--- src/rtl/siso_loopback_ctrl_pkg.sv ---
// Shared definitions for the SISO loopback controller and its bench.
//   state_e : controller states (IDLE / RUN / DONE), same 2-bit encodings as
//             the legacy shared include.
//   DEF_N / DEF_W : default chain depth and word width.
package siso_loopback_ctrl_pkg;

  typedef enum logic [1:0] {
    IDLE = 2'd0,
    RUN  = 2'd1,
    DONE = 2'd2
  } state_e;

  localparam int unsigned DEF_N = 4;
  localparam int unsigned DEF_W = 8;

endpackage

--- src/rtl/siso_loopback_ctrl.sv ---
// siso_loopback_ctrl: loopback/BIST sequencer for an external N-deep SISO chain.
// Accepts a W-bit word, shifts it MSB-first into the chain, recaptures the
// bits from the chain output after N cycles, and returns the recaptured word
// with a mismatch flag.
//   clk, rst          : clock, asynchronous active-high reset
//   in_valid/in_ready : word handshake, in_data is the word to send
//   abort             : synchronous abort, honoured in RUN only
//   sr_serial_in      : drive to chain serial_in (0 outside RUN)
//   sr_serial_out     : from chain serial_out
//   out_valid/out_ready : result handshake, out_data recaptured word,
//                       out_err = recaptured != sent
//   busy              : high while in RUN
module siso_loopback_ctrl
  import siso_loopback_ctrl_pkg::*;
#(
  parameter int unsigned N = 4,
  parameter int unsigned W = 8
) (
  input  logic         clk,
  input  logic         rst,
  input  logic         in_valid,
  input  logic [W-1:0] in_data,
  output logic         in_ready,
  input  logic         abort,
  output logic         sr_serial_in,
  input  logic         sr_serial_out,
  output logic         out_valid,
  input  logic         out_ready,
  output logic [W-1:0] out_data,
  output logic         out_err,
  output logic         busy
);

  localparam int unsigned CW = $clog2(W + N);
  localparam logic [CW-1:0] CNT_N    = CW'(N);
  localparam logic [CW-1:0] CNT_W    = CW'(W);
  localparam logic [CW-1:0] CNT_LAST = CW'(W + N - 1);

  state_e        state_q, state_d;
  logic [CW-1:0] cnt_q, cnt_d;
  logic [W-1:0]  tx_q, tx_d;
  logic [W-1:0]  rx_q, rx_d;

  logic [W:0]    rx_shifted;
  logic [W-1:0]  tx_aligned;

  // Next-state logic.
  always_comb begin
    state_d    = state_q;
    cnt_d      = cnt_q;
    tx_d       = tx_q;
    rx_d       = rx_q;
    rx_shifted = {rx_q, sr_serial_out};
    case (state_q)
      IDLE: begin
        if (in_valid) begin
          tx_d    = in_data;
          cnt_d   = '0;
          state_d = RUN;
        end
      end
      RUN: begin
        if (abort) begin
          cnt_d   = '0;
          state_d = IDLE;
        end else begin
          // Bit driven at cnt=c reaches the chain output at cnt=c+N, so
          // capture starts at cnt=N; stale chain contents are never sampled.
          if (cnt_q >= CNT_N) begin
            rx_d = rx_shifted[W-1:0];
          end
          if (cnt_q == CNT_LAST) begin
            cnt_d   = '0;
            state_d = DONE;
          end else begin
            cnt_d = cnt_q + 1'b1;
          end
        end
      end
      DONE: begin
        if (out_ready) begin
          state_d = IDLE;
        end
      end
      default: begin
        state_d = IDLE;
        cnt_d   = '0;
      end
    endcase
  end

  always_ff @(posedge clk or posedge rst) begin
    if (rst) begin
      state_q <= IDLE;
      cnt_q   <= '0;
      tx_q    <= '0;
      rx_q    <= '0;
    end else begin
      state_q <= state_d;
      cnt_q   <= cnt_d;
      tx_q    <= tx_d;
      rx_q    <= rx_d;
    end
  end

  // Output decode, purely from registered state.
  always_comb begin
    // Left-shifting by cnt puts tx[W-1-cnt] at the MSB.
    tx_aligned   = tx_q << cnt_q;
    in_ready     = (state_q == IDLE);
    busy         = (state_q == RUN);
    out_valid    = (state_q == DONE);
    out_data     = (state_q == DONE) ? rx_q : '0;
    out_err      = (state_q == DONE) && (rx_q != tx_q);
    sr_serial_in = (state_q == RUN) && (cnt_q < CNT_W) && tx_aligned[W-1];
  end

endmodule

--- config.mk ---
export PLATFORM = sky130hd
export DESIGN_NAME = siso_loopback_ctrl
export DESIGN_NICKNAME = d
export VERILOG_FILES = /design/src/rtl/siso_loopback_ctrl_pkg.sv /design/src/rtl/siso_loopback_ctrl.sv
export SDC_FILE = /design/constraint.sdc
export NUM_CORES = 1
export LEC_CHECK = 0
export BUFFER_PORTS_ARGS = -buffer_cell sky130_fd_sc_hd__buf_2
export CAP_MARGIN = 20
export CELL_PAD_IN_SITES_DETAIL_PLACEMENT = 1
export CELL_PAD_IN_SITES_GLOBAL_PLACEMENT = 1
export CORE_AREA = 4 4 59 61
export DETAILED_ROUTE_END_ITERATION = 10
export DIE_AREA = 0 0 63 65
export GPL_ROUTABILITY_DRIVEN = 0
export PLACE_DENSITY = 0.76
export SETUP_SLACK_MARGIN = 0.15
export SLEW_MARGIN = 40
export SYNTH_ARGS = -nofsm -noshare
export SYNTH_HDL_FRONTEND = slang
export SYNTH_SLANG_ARGS = --single-unit
--- constraint.sdc ---
create_clock -name clk -period 1.8 [get_ports clk]
set_input_delay 0.09 -clock clk [delete_from_list [all_inputs] [get_ports clk]]
set_output_delay 0.09 -clock clk [all_outputs]
set_load 0.01 [all_outputs]
==> results.toml <==
[yosys]
async_flop_share_pct = 100
netlist.area_leader.share_pct = 48.6
synthesis.area_sq_um = 1130
synth_cell_types = 27
synth_common_cells = "dfrtp_1, mux2_2, and2_1"
synth_edf_count = 0
syn_avg_cell_area_sq_um = 11.7
syn-num-nets = 112
seq_area_frac_synth_pct = 48.6
yosysWarnings = 0
ys.flop_type = "dfrtp_1"
netlist_top_cells_area = "dfrtp_1, mux2_2, xor2_1, and2_1, nand2_1"
synth-seq-cells = 22
yosysMostFrequentCell = "dfrtp_1"
netlist_instances = 97
yosysTopAreaCell = "dfrtp_1"

[hold_path]
hold_class = "in2reg"
min_path_cells = 4
hold_start = "abort"
hold_end = "cnt_q[2]"

[global_route]
grt_pass1_vias = 954
grt-ovfl-total = 0
grt_usage_pct = 14.6
antenna_found_initial = 0
grt_pass1_wl_microns = 4690
grt_max_degree = 14

[worst_setup_path]
timing.rr.start = "cnt_q[1]"
critPathLaunchType = "register"
reg2regPathDepth = 6
crit_slowest_cell = "mux4_2"
critPathMaxFanout = 4
cp.arrival_ns = 1.59
regToRegSetupSlack_ns = 0.22
crit_chain = "mux4_2 > nor2_2 > nor4b_2 > buf_2"
reg2reg_to = "cnt_q[3]"
crit_type = "reg2out"
cp.required_ns = 1.71
slowest_delay_ns = 0.53
end_kind = "output port"

[clock_network]
clk_pin_slew_ns = 0.13
ctsHtreeMaxLevel = 1
clock_sinks = 22
cts_tree = "yes"
cts_root_buffer = "clkbuf_4"
insertion_delay_ns = 0.32
cts_buffers = 3
clockBufferDepth = 2

[pwr]
p_clk_share_pct = 16.2
pwr-share-seq_pct = 45.4
intPower_uw = 1130
power.density_nw_per_um2 = 1150
ir_worst_vdd_uv = 494
switching_share_pct = 35.6
power.switching_uw = 625
leakagePower_uw = 0.000758
total_power_uw = 1760
combinationalPowerShare_pct = 38.4

[sta]
worst_hold_slack_ns = 0.102
min_period_ns = 1.68
fmax_ghz = 0.594
finalSetupViolCount = 0
slew_headroom_pct = 71.8
rsz0062_at_grt = "true"
finClkSkew_ns = 0.00530
finalCritPeriodShare_pct = 93.6
final-hold-violation-count = 0
tns_ns = 0
tightest_slew_ns = 0.423
slew_violations = 0

[cells_and_area]
antenna_cells = 0
nets = 160
area_growth_pct = 34.3
drive_gt1_share_pct = 44.4

[route]
drt_pass1_iterations = 4
drcViolationCount = 0
drtIter0Drc = 25
postRouteAntennaNets = 0
routed_wl_microns = 2660
vias = 885
via_per_inst = 5.00
wire_per_inst_microns = 15.0

[run]
drv_cap = 0

[floorplanning]
die-area_sq_um = 4100
row_count = 20
chipWidth_microns = 63
die_y_microns = 65
start_util_pct = 38.1
core-area_sq_um = 2980
io_pins = 27

[placement]
hpwl_microns = 1960
io_buffers = 26

[outcome]
outcome = "completed"
## layer usage
layer	wire [microns]	global-route usage, %	vias up
li1	-	-	427
met1	1210	18.6	428
met2	1230	23.3	25
met3	157	3.47	5
met4	53	6.61	0
met5	0	0	-
## worst max-delay path by stage
stage	startpoint	endpoint	slack, ns	cells after the start
final	cnt_q[1]	sr_serial_in	0.12	4
after floorplan	state_q[1]	rx_q[0]	0.28	3
after detailed placement	state_q[1]	rx_q[6]	0.18	3
after global routing	cnt_q[1]	sr_serial_in	0.02	4
after global placement	state_q[1]	rx_q[6]	0.20	3
after CTS	cnt_q[1]	sr_serial_in	0.10	6
## placed cells by master, fill, tap and decap left out, drive strengths merged, types with 2 or more instances in the layout
master and count:
mux2 16, inv 3, and2 9, mux2i 2
xor2 8, dlygate4sd3 11, dfrtp 22, nand2 7
buf 34, nor2 5, clkbuf 4, nand2b 2
o21ai 4, nand3 3, nor4 2, a21oi 2
## critical path, delay by kind of cell, from the launching register on
family	cells	cell delay [ns]
mux	1	0.53
flops	1	0.44
simple gates	2	0.16
buf+inv	1	0.14
## layout make-up
type                       instances  area [sq um]
tap                               33          41.3
multi-input combinational         70           573
sequential                        22           553
fill                             326          1460
timing repair buffer              45           308
clock buffer                       4          36.3
inverter                           3          11.3
## sequential cells by signal, indices dropped and copies added (netlist names)
| signal | count |
|---|---|
| cnt_q | 4 |
| rx_q | 8 |
| state_q | 2 |
| tx_q | 8 |
## power groups by stage
| stage | combinational [uW] | sequential [uW] | clock, uW |
|---|---|---|---|
| after floorplan | 460 | 748 | 0 |
| after global placement | 569 | 801 | 0 |
| after detailed placement | 588 | 813 | 0 |
| after CTS | 659 | 801 | 295 |
| after global routing | 750 | 824 | 314 |
| final | 674 | 798 | 284 |
## stage by stage
step	worst slack [ns]	cells	instance area, sq um	utilization [%]
2_1_floorplan	0.281	97	1130	-
3_3_place_gp	0.203	155	1300	43.7
3_5_place_dp	0.179	155	1300	43.7
4_1_cts	0.101	172	1480	49.7
5_1_grt	0.0171	177	1520	51.1
6_report	0.115	177	1520	51.1
## what timing repair did
item                       in CTS  in global routing
hold buffers                   11                  0
setup endpoints to repair       1                 19
hold endpoints to repair       19                  0
pin swaps                       2                  8
gates resized for setup         5                  3
buffers inserted                2                  5
## kinds of logic (layout without fill, tap and decap cells)
family | count (synthesis) | in the layout | share of synthesized area, %
xor gates and xnor gates | 8 | 8 | 6.18
muxes | 19 | 19 | 19.6
and+or+nand+nor | 34 | 34 | 18.2
DFF | 22 | 22 | 48.6
AOI/OAI and AO/OA | 8 | 8 | 4.42
buffers and inverters | 5 | 52 | 1.88
adders and majority gates | 1 | 1 | 1.10
(Power assumes the default switching activity.)
